### src/rtl/mem_arbiter_if.sv
// Two-requester memory arbiter bus: requester ports, grant/done returns and RAM-controller side.
interface mem_arbiter_if #(
  parameter int unsigned ADDR_BITS = 16,
  parameter int unsigned DATA_BITS = 16
);
  logic                 req0, req1;
  logic                 we0, we1;
  logic [ADDR_BITS-1:0] addr0, addr1;
  logic [DATA_BITS-1:0] wdata0, wdata1;
  logic                 gnt0, gnt1;
  logic                 done0, done1;
  logic [DATA_BITS-1:0] rdata0, rdata1;
  logic [ADDR_BITS-1:0] mem_addr;
  logic [DATA_BITS-1:0] mem_wdata;
  logic                 mem_start_read, mem_start_write;
  logic [DATA_BITS-1:0] mem_rdata;
  logic                 mem_busy;
  logic                 busy;

  // Arbiter side
  modport slave (
    input  req0, req1, we0, we1, addr0, addr1, wdata0, wdata1, mem_rdata, mem_busy,
    output gnt0, gnt1, done0, done1, rdata0, rdata1, mem_addr, mem_wdata,
           mem_start_read, mem_start_write, busy
  );

  // Requesters and RAM controller side
  modport master (
    output req0, req1, we0, we1, addr0, addr1, wdata0, wdata1, mem_rdata, mem_busy,
    input  gnt0, gnt1, done0, done1, rdata0, rdata1, mem_addr, mem_wdata,
           mem_start_read, mem_start_write, busy
  );
endinterface

### src/rtl/mem_arbiter.sv
// Round-robin arbiter sharing one RAM controller between an instruction-fetch port (0)
// and a data port (1); one transaction at a time, no preemption.
module mem_arbiter #(
  parameter int unsigned ADDR_BITS = 16,
  parameter int unsigned DATA_BITS = 16
) (
  input  logic           clk,
  input  logic           rst_n,
  mem_arbiter_if.slave   bus
);

  typedef enum logic [1:0] {S_IDLE, S_ISSUE, S_WAIT, S_DONE} state_t;

  state_t               r_state;
  logic                 r_last;
  logic                 r_owner;
  logic                 r_we;
  logic                 r_gnt0, r_gnt1;
  logic                 r_done0, r_done1;
  logic                 r_start_rd, r_start_wr;
  logic                 r_busy;
  logic [ADDR_BITS-1:0] r_mem_addr;
  logic [DATA_BITS-1:0] r_mem_wdata;
  logic [DATA_BITS-1:0] r_rdata0, r_rdata1;

  logic                 w_pick;
  logic                 w_we;
  logic [ADDR_BITS-1:0] w_addr;
  logic [DATA_BITS-1:0] w_wdata;

  // Lone requester wins; on a tie the port not served last wins
  assign w_pick  = (bus.req0 && bus.req1) ? ~r_last : bus.req1;
  assign w_we    = w_pick ? bus.we1    : bus.we0;
  assign w_addr  = w_pick ? bus.addr1  : bus.addr0;
  assign w_wdata = w_pick ? bus.wdata1 : bus.wdata0;

  always_ff @(posedge clk) begin
    if (!rst_n) begin
      r_state     <= S_IDLE;
      r_last      <= 1'b1;
      r_owner     <= 1'b0;
      r_we        <= 1'b0;
      r_gnt0      <= 1'b0;
      r_gnt1      <= 1'b0;
      r_done0     <= 1'b0;
      r_done1     <= 1'b0;
      r_start_rd  <= 1'b0;
      r_start_wr  <= 1'b0;
      r_busy      <= 1'b0;
      r_mem_addr  <= '0;
      r_mem_wdata <= '0;
      r_rdata0    <= '0;
      r_rdata1    <= '0;
    end else begin
      case (r_state)
        S_IDLE: begin
          if (bus.req0 || bus.req1) begin
            r_state     <= S_ISSUE;
            r_owner     <= w_pick;
            r_we        <= w_we;
            r_gnt0      <= ~w_pick;
            r_gnt1      <= w_pick;
            r_start_rd  <= ~w_we;
            r_start_wr  <= w_we;
            r_mem_addr  <= w_addr;
            r_mem_wdata <= w_wdata;
            r_busy      <= 1'b1;
          end
        end
        S_ISSUE: begin
          r_state    <= S_WAIT;
          r_start_rd <= 1'b0;
          r_start_wr <= 1'b0;
        end
        S_WAIT: begin
          // Controller reports completion by dropping mem_busy; read data is valid then
          if (!bus.mem_busy) begin
            r_state <= S_DONE;
            r_done0 <= ~r_owner;
            r_done1 <= r_owner;
            if (!r_we) begin
              if (r_owner) r_rdata1 <= bus.mem_rdata;
              else         r_rdata0 <= bus.mem_rdata;
            end
          end
        end
        S_DONE: begin
          r_state     <= S_IDLE;
          r_last      <= r_owner;
          r_done0     <= 1'b0;
          r_done1     <= 1'b0;
          r_gnt0      <= 1'b0;
          r_gnt1      <= 1'b0;
          r_busy      <= 1'b0;
          r_mem_addr  <= '0;
          r_mem_wdata <= '0;
        end
        default: r_state <= S_IDLE;
      endcase
    end
  end

  assign bus.gnt0            = r_gnt0;
  assign bus.gnt1            = r_gnt1;
  assign bus.done0           = r_done0;
  assign bus.done1           = r_done1;
  assign bus.rdata0          = r_rdata0;
  assign bus.rdata1          = r_rdata1;
  assign bus.mem_addr        = r_mem_addr;
  assign bus.mem_wdata       = r_mem_wdata;
  assign bus.mem_start_read  = r_start_rd;
  assign bus.mem_start_write = r_start_wr;
  assign bus.busy            = r_busy;

endmodule

### src/flat_wrapper.sv
// flat-port wrapper written by rule: the top's interface ports become plain ports
module mem_arbiter_flat 
#(
  parameter int unsigned ADDR_BITS = 16,
  parameter int unsigned DATA_BITS = 16
)
  (clk, rst_n, bus_req0, bus_req1, bus_we0, bus_we1, bus_addr0, bus_addr1, bus_wdata0, bus_wdata1, bus_mem_rdata, bus_mem_busy, bus_gnt0, bus_gnt1, bus_done0, bus_done1, bus_rdata0, bus_rdata1, bus_mem_addr, bus_mem_wdata, bus_mem_start_read, bus_mem_start_write, bus_busy);
  mem_arbiter_if #(.ADDR_BITS(ADDR_BITS), .DATA_BITS(DATA_BITS)) bus_i ();
  input  logic clk;
  input  logic rst_n;
  input wire logic [$bits(bus_i.req0)-1:0] bus_req0;
  input wire logic [$bits(bus_i.req1)-1:0] bus_req1;
  input wire logic [$bits(bus_i.we0)-1:0] bus_we0;
  input wire logic [$bits(bus_i.we1)-1:0] bus_we1;
  input wire logic [$bits(bus_i.addr0)-1:0] bus_addr0;
  input wire logic [$bits(bus_i.addr1)-1:0] bus_addr1;
  input wire logic [$bits(bus_i.wdata0)-1:0] bus_wdata0;
  input wire logic [$bits(bus_i.wdata1)-1:0] bus_wdata1;
  input wire logic [$bits(bus_i.mem_rdata)-1:0] bus_mem_rdata;
  input wire logic [$bits(bus_i.mem_busy)-1:0] bus_mem_busy;
  output wire logic [$bits(bus_i.gnt0)-1:0] bus_gnt0;
  output wire logic [$bits(bus_i.gnt1)-1:0] bus_gnt1;
  output wire logic [$bits(bus_i.done0)-1:0] bus_done0;
  output wire logic [$bits(bus_i.done1)-1:0] bus_done1;
  output wire logic [$bits(bus_i.rdata0)-1:0] bus_rdata0;
  output wire logic [$bits(bus_i.rdata1)-1:0] bus_rdata1;
  output wire logic [$bits(bus_i.mem_addr)-1:0] bus_mem_addr;
  output wire logic [$bits(bus_i.mem_wdata)-1:0] bus_mem_wdata;
  output wire logic [$bits(bus_i.mem_start_read)-1:0] bus_mem_start_read;
  output wire logic [$bits(bus_i.mem_start_write)-1:0] bus_mem_start_write;
  output wire logic [$bits(bus_i.busy)-1:0] bus_busy;
  assign bus_i.req0 = bus_req0;
  assign bus_i.req1 = bus_req1;
  assign bus_i.we0 = bus_we0;
  assign bus_i.we1 = bus_we1;
  assign bus_i.addr0 = bus_addr0;
  assign bus_i.addr1 = bus_addr1;
  assign bus_i.wdata0 = bus_wdata0;
  assign bus_i.wdata1 = bus_wdata1;
  assign bus_i.mem_rdata = bus_mem_rdata;
  assign bus_i.mem_busy = bus_mem_busy;
  assign bus_gnt0 = bus_i.gnt0;
  assign bus_gnt1 = bus_i.gnt1;
  assign bus_done0 = bus_i.done0;
  assign bus_done1 = bus_i.done1;
  assign bus_rdata0 = bus_i.rdata0;
  assign bus_rdata1 = bus_i.rdata1;
  assign bus_mem_addr = bus_i.mem_addr;
  assign bus_mem_wdata = bus_i.mem_wdata;
  assign bus_mem_start_read = bus_i.mem_start_read;
  assign bus_mem_start_write = bus_i.mem_start_write;
  assign bus_busy = bus_i.busy;
  mem_arbiter #(.ADDR_BITS(ADDR_BITS), .DATA_BITS(DATA_BITS)) u_core (.clk(clk), .rst_n(rst_n), .bus(bus_i));
endmodule
### config.mk
export PLATFORM = sky130hd
export DESIGN_NAME = mem_arbiter_flat
export DESIGN_NICKNAME = d
export VERILOG_FILES = /design/src/rtl/mem_arbiter_if.sv /design/src/rtl/mem_arbiter.sv /design/src/flat_wrapper.sv
export SDC_FILE = /design/constraint.sdc
export NUM_CORES = 1
export LEC_CHECK = 0
export ABC_CLOCK_PERIOD_IN_PS = 1800
export CORE_MARGIN = 1
export CORE_UTILIZATION = 40
export CTS_BUF_LIST = sky130_fd_sc_hd__clkbuf_2
export DETAILED_ROUTE_END_ITERATION = 16
export DONT_BUFFER_PORTS = 1
export GPL_TIMING_DRIVEN = 0
export PLACE_DENSITY = 0.55
export REMOVE_ABC_BUFFERS = 1
export SYNTH_ARGS = -nofsm -noshare
export SYNTH_HDL_FRONTEND = slang
export SYNTH_SLANG_ARGS = --single-unit
### constraint.sdc
create_clock -name clk -period 1.8 [get_ports clk]
set_input_delay 0 -clock clk [delete_from_list [all_inputs] [get_ports clk]]
set_output_delay 0 -clock clk [all_outputs]
set_load 0.05 [all_outputs]
==> reports/qor.txt, run 1 <==
Worst setup path start: u_core.r_last$_SDFFE_PN1P_
Vias per cell: 5.34
Synth cell count leaders: dfxtp_1 (76), nand2_1 (67), a21oi_1 (39)
DR vias: 2672
Compound-Gate Fraction of Synth Area: 19.9%
Post-synthesis adder-cell area fraction: 1.60%
Starting Density: 42.3%
Synth-to-Final Area Change: 35.7%
Initial drt markers: 76
Period utilization: 92.5%
RSZ-0062 raised after global routing: false
Worst VDD drop: 0.836 mV
Post-synth top flop: dfxtp_1
CTS root buffer: clkbuf_2
Vias in the first global route: 2761
Setup violations, final: 0
GR Overflow Total: 0
Critical path destination: u_core.bus.mem_wdata[10]$_SDFFE_PN0P_
Most frequent cell after synthesis: dfxtp_1
Die extent in x: 90.6 um
Largest net degree at the start of global routing: 41
Clock power frac: 22.1%
Startpoint Class: flip-flop
# IOs: 158
Mapped Area: 3140 um^2
Fin util: 57.5%
Die area: 8200 um^2
Worst hold path class: in2reg
Worst-Margin Slew: 1.26 ns
Slowest cell on crit path: a21boi_4
MaxCap Viol Count: 0
Total track usage: 20.8%
DRC Markers: 0
Worst path arrival time: 2.07 ns
Routed Antenna Nets: 0
Antenna diodes: 0
Layout cells sized above 1: 9.73%
Final hold vios: 0
Path depth of the worst reg2reg path: 4
Switching Share: 43.4%
Initial antenna violation count: 0
Xor and xnor area share after synthesis: 0%
Switching Power: 0.00244 W
R2r endpoint: u_core.bus.mem_wdata[10]$_SDFFE_PN0P_
Worst-skew pair later-pin latency: 0.52 ns
Number of synthesized flops with an enable pin: 0
Internal power: 0.00319 W
Yosys cell types: 38
Leakage power: 1.51 nW
Die height: 90.6 um
Synth top area share: 48.5%
Simple-gate share of the synthesized area: 13.4%
Post-synthesis mux area share: 11.2%
Max stage delay on crit path: 0.51 ns
Place WS: -0.713 ns
First-pass GRT wire length: 13600 um
Outcome: finished, final reports clean
TNS Setup: 0 ns
Final non-filler cell total: 500
Min Tclk post-route: 1.66 ns
Seq/Total Area, Yosys: 48.5%
DP HPWL: 4690 um
Max transition margin: 16.0%
Async SR Flop Fraction: 0%
Worst Setup Path Type: reg2reg
Routed WL per cell: 17.3 um
Endpoint class of the critical path: flip-flop
Reg clk slew, reported paths: 0.24 ns
Clock skew: 0.0361 ns
Final Slew Violations: 0
Total CTS buffers: 9
Fmax: 0.601 GHz
Final WL: 8630 um
Reg2Reg Launch Point: u_core.r_last$_SDFFE_PN1P_
Critical Path RT: 2.20 ns
Gp weighted congestion: 0.700
Quantity of I/O buffers inserted on ports: 0
Fin nets: 487
Iteration count of the initial detailed-routing pass: 4
H-tree depth: 3
Synth Warn #: 0
Crit path max fanout: 24
Largest family of logic cells by synthesized area: compound AO/OA/AOI/OAI gates
Core area: 7410 um^2
Main area contributors after synthesis: dfxtp_1 (49%), mux2i_1 (11%), o2bb2ai_1 (8.1%), nand2_1 (8.0%), a21oi_1 (6.2%)
Sequential share of power: 55.6%
Syn Inst Count: 317
Synthesis-stage register bit count: 76
Combinational power share: 22.3%
CTS tree: yes
Area leader, netlist: dfxtp_1
Syn avg cell area: 9.90 um^2
Clock buffer depth: 2
Post-layout worst setup margin: 0.135 ns
Num rows: 31
Pwr Density: 1320 nW/um^2
CP cell instances: a21boi_4 > buf_12 > mux2i_1 > o2bb2ai_1
Clock sinks: 76
Inst Count DP: 392
Flop2flop setup slack: 0.14 ns
[sequential cells by signal (all words and copies together), names as in the netlist, 2 cells and up]
register              flops
u_core.bus.rdata1        16
u_core.bus.rdata0        16
u_core.r_state            2
u_core.bus.mem_wdata     16
u_core.bus.mem_addr      16
[critical path: cells and delay by family (launching register included)]
family	cells	cell delay, ns
buffers and inverters	1	0.28
DFF	1	0.40
muxes	1	0.27
AOI/OAI and AO/OA	2	0.60
[power groups by stage]
stage | Sequential [W] | Combinational, W | Clock (W)
after global placement | 0.00316 | 0.000890 | 0
after detailed placement | 0.00315 | 0.000914 | 0
after CTS | 0.00312 | 0.00115 | 0.00128
after global routing | 0.00317 | 0.00137 | 0.00134
final | 0.00313 | 0.00126 | 0.00124
after floorplan | 0.00309 | 0.000731 | 0
[per-stage QoR]
| step | instance area, um^2 | power, W | hold slack (ns) |
|---|---|---|---|
| 3_5_place_dp | 3130 | 0.00407 | 0.0673 |
| 5_1_grt | 4260 | 0.00588 | 0.0989 |
| 4_1_cts | 4210 | 0.00555 | 0.0436 |
| 2_1_floorplan | 2980 | 0.00382 | 0.0619 |
| 6_report | 4260 | 0.00563 | 0.0879 |
| 3_3_place_gp | 3100 | 0.00405 | 0.0685 |
[worst min path at each step]
| stage | start | end | slack [ns] | cells past startpoint |
|---|---|---|---|---|
| global route | bus_mem_rdata[10] | u_core.bus.rdata0[10]$_SDFFE_PN0P_ | 0.1 | 3 |
| floorplan | rst_n | u_core.r_last$_SDFFE_PN1P_ | 0.06 | 1 |
| detailed placement | rst_n | u_core.r_last$_SDFFE_PN1P_ | 0.07 | 1 |
| CTS | bus_mem_busy | u_core.bus.rdata1[2]$_SDFFE_PN0P_ | 0.04 | 3 |
| global placement | rst_n | u_core.r_last$_SDFFE_PN1P_ | 0.07 | 1 |
| finish | bus_mem_busy | u_core.bus.rdata1[15]$_SDFFE_PN0P_ | 0.09 | 3 |
[repair_timing]
action | 4_1_cts | 5_1_grt
setup endpoints to repair | 64 | 64
setup buffers | 2 | 3
resized for setup | 9 | 3
hold buffers | 86 | 0
gates cloned | 0 | 1
endpoints found under the hold margin | 76 | 0
pin swaps | 1 | 1
[per-layer routing]
layer  GRT usage [%]  routed length (um)  vias to the layer above
met4            10.1                 187                        0
met1            22.7                3390                     1242
met3            7.83                 845                       17
met5               0                   0                        -
li1                -                   -                     1276
met2            35.5                4210                      137
[final cells by class]
type | instances | area, um^2
Multi-Input combinational cell | 214 | 1510
Fill cell | 623 | 3150
Sequential cell | 76 | 1520
Inverter | 3 | 11.3
Clock buffer | 9 | 45.0
Timing Repair Buffer | 92 | 918
Tap cell | 99 | 124
Clock inverter | 7 | 124
[kinds of logic after synthesis]
family / count (synthesis)
buffers and inverters: 28
adders and majority gates: 4
DFF: 76
AOI/OAI and AO/OA: 88
and+or+nand+nor: 86
muxes: 35
[layout by cell type, fill, tap and decap left out, drive strengths merged, types with 2 or more instances in the layout]
cell type    count
dlygate4sd3     86
dfxtp           76
nand2           67
a21oi           39
mux2i           34
o2bb2ai         32
clkbuf           9
buf              6
o21ai            5
o21a             5
nor3b            4
inv              4
ha               4
nor2             3
o21bai           3
bufinv           3
a32o             2
clkinv           2
(Power assumes the default switching activity.)
==> run 2: changes to the inputs <==
- ABC_CLOCK_PERIOD_IN_PS: 1800 -> 2070
- clock period: 1.8 -> 2.07 ns (I/O delays scaled with it)
==> run 2 against run 1 <==
Fmax decreased by 13%. Clock power is 14% lower. Via count rose by 0.26%. Clock-buffer cell count did not move. Combinational power down 17%. Worst setup slack gained 0.018 ns. Global-route usage shrank 0.064 points. Die area unchanged. Clock skew down 0.0018 ns. Critical path type unchanged. Highest routed layer unchanged.
==> reports/qor.txt, run 2 (synthesis results as in run 1) <==
Outcome: finished, final reports clean
# IOs: 158 (unchanged)
Clock sinks: 76 (unchanged)
DR vias: 2679 (+0.26%)
GR Overflow Total: 0 (unchanged)
Non-Filler Cell Area, Final: 4240 um^2 (-0.53%)
Synth-to-Final Area Change: 35.0%
Final WL: 8590 um (-0.42%)
Quantity of I/O buffers inserted on ports: 0 (unchanged)
First-pass GRT wire length: 13500 um (-0.76%)
CP cell instances: a21boi_4 > mux2i_1 > dlygate4sd3_1 > a32o_1
Num rows: 31 (unchanged)
Worst VDD drop: 0.729 mV (-13%)
Met2 global-route usage: 35.4% (-0.13 points)
CTS root buffer: clkbuf_2
Worst path arrival time: 2.33 ns (+0.26 ns)
Fin nets: 485 (-0.41%)
Die extent in x: 90.6 um (unchanged)
Total CTS buffers: 9 (unchanged)
Worst-skew pair later-pin latency: 0.50 ns (-0.02 ns)
Clock skew: 0.0343 ns (-0.00177 ns)
Slowest cell on crit path: dlygate4sd3_1
Worst hold path class: in2reg
H-tree depth: 3 (unchanged)
Setup violations, final: 0 (unchanged)
Die area: 8200 um^2 (unchanged)
Worst Setup Path Type: reg2reg
Period utilization: 92.6% (+0.13 points)
Core area: 7410 um^2 (unchanged)
Area after DPL: 3130 um^2 (unchanged)
Routed WL per cell: 17.2 um (about the same)
Iteration count of the initial detailed-routing pass: 4 (unchanged)
Starting Density: 42.3% (unchanged)
Met3 usage: 7.83% (unchanged)
Busiest layer in global routing: met2
CTS tree: yes
TNS Setup: 0 ns (unchanged)
Clock buffer depth: 2 (unchanged)
Total track usage: 20.8% (-0.064 points)
Die height: 90.6 um (unchanged)
DRC Markers: 0 (unchanged)
Vias in the first global route: 2735 (-0.94%)
Routed Antenna Nets: 0 (unchanged)
Final hold vios: 0 (unchanged)
Startpoint Class: flip-flop
MaxCap Viol Count: 0 (unchanged)
Crit path max fanout: 13 (-46%)
Critical Path RT: 2.48 ns (+0.28 ns)
Most common cell after layout, fill and taps aside: dlygate4sd3_1
Reg clk slew, reported paths: 0.24 ns (about the same)
Min Tclk post-route: 1.92 ns (+0.252 ns)
Max stage delay on crit path: 0.60 ns (+0.09 ns)
Antenna diodes: 0 (unchanged)
Gp weighted congestion: 0.700 (unchanged)
DP HPWL: 4690 um (unchanged)
Fmax: 0.522 GHz (-13%)
M1 GR Usage: 22.6% (-0.029 points)
Worst-Margin Slew: 1.26 ns (-0.00150 ns)
RSZ-0062 raised after global routing: false
Pwr Density: 1140 nW/um^2 (-14%)
Commonest cells after routing, fill and taps aside: dlygate4sd3_1 (88), dfxtp_1 (76), nand2_1 (67), a21oi_1 (39), mux2i_1 (34)
Max transition margin: 16.1% (+0.10 points)
Initial drt markers: 68 (-11%)
Fin util: 57.2% (-0.30 points)
Initial antenna violation count: 0 (unchanged)
Largest net degree at the start of global routing: 41 (unchanged)
Endpoint class of the critical path: flip-flop
Leakage power: 1.50 nW (-0.70%)
Vias per cell: 5.38 (+0.66%)
Final Slew Violations: 0 (unchanged)
Total power: 0.00484 W (-14%)
Layout cells sized above 1: 8.02% (-1.7 points)
==> run 2: critical path: cells and delay by family, from the launching register on <==
kind | cells | cell delay, ns
flops | 1 | 0.39
compound gates | 2 | 0.72
buf+inv | 1 | 0.60
mux | 1 | 0.14
==> run 2: through the flow <==
stage	cells	setup WS [ns]	hold slack, ns
finish	498	0.153	0.108
global route	498	0.0178	0.0989
CTS	495	0.0100	0.0968
detailed placement	392	-0.443	0.0673
global placement	391	-0.759	0.0685
floorplan	292	-0.424	0.0619
==> run 2: metal layers <==
| layer | vias up | wire length [um] |
|---|---|---|
| li1 | 1279 | - |
| met4 | 0 | 137 |
| met2 | 123 | 4170 |
| met5 | - | 0 |
| met3 | 12 | 769 |
| met1 | 1265 | 3510 |
==> run 2: cell type report <==
cell class	instances	area, um^2
sequential	76	1520
clock buffer	9	45.0
fill	622	3170
multi-input combinational	214	1490
timing repair buffer	90	921
clock inverter	7	124
inverter	3	11.3
tap	99	124
==> run 2: worst paths after layout <==
path	depth (start not counted)	startpoint	end	slack [ns]
hold reg to reg	2	u_core.r_last$_SDFFE_PN1P_	u_core.r_last$_SDFFE_PN1P_	0.59
hold / removal	3	bus_mem_busy	u_core.bus.rdata1[15]$_SDFFE_PN0P_	0.11
setup reg to reg	4	u_core.r_last$_SDFFE_PN1P_	u_core.bus.mem_start_read$_SDFFE_PN0P_	0.15
setup / recovery	4	u_core.r_last$_SDFFE_PN1P_	u_core.bus.mem_start_read$_SDFFE_PN0P_	0.15
==> run 2: where the power goes <==
group / total (W) / switching [W] / internal [W] / leakage [nW]
registers: 0.00272 / 0.00100 / 0.00172 / 0.620
clock network: 0.00107 / 0.000543 / 0.000529 / 0.0927
logic: 0.00104 / 0.000550 / 0.000492 / 0.787
total: 0.00484 / 0.00209 / 0.00274 / 1.50
==> run 2: repair_timing <==
action	CTS	global route
hold endpoints to repair	76	16
hold buffers	87	1
setup buffers	0	1
gates resized for setup	3	4
cloned	0	1
endpoints found under the setup margin	32	64
pin swaps	0	1
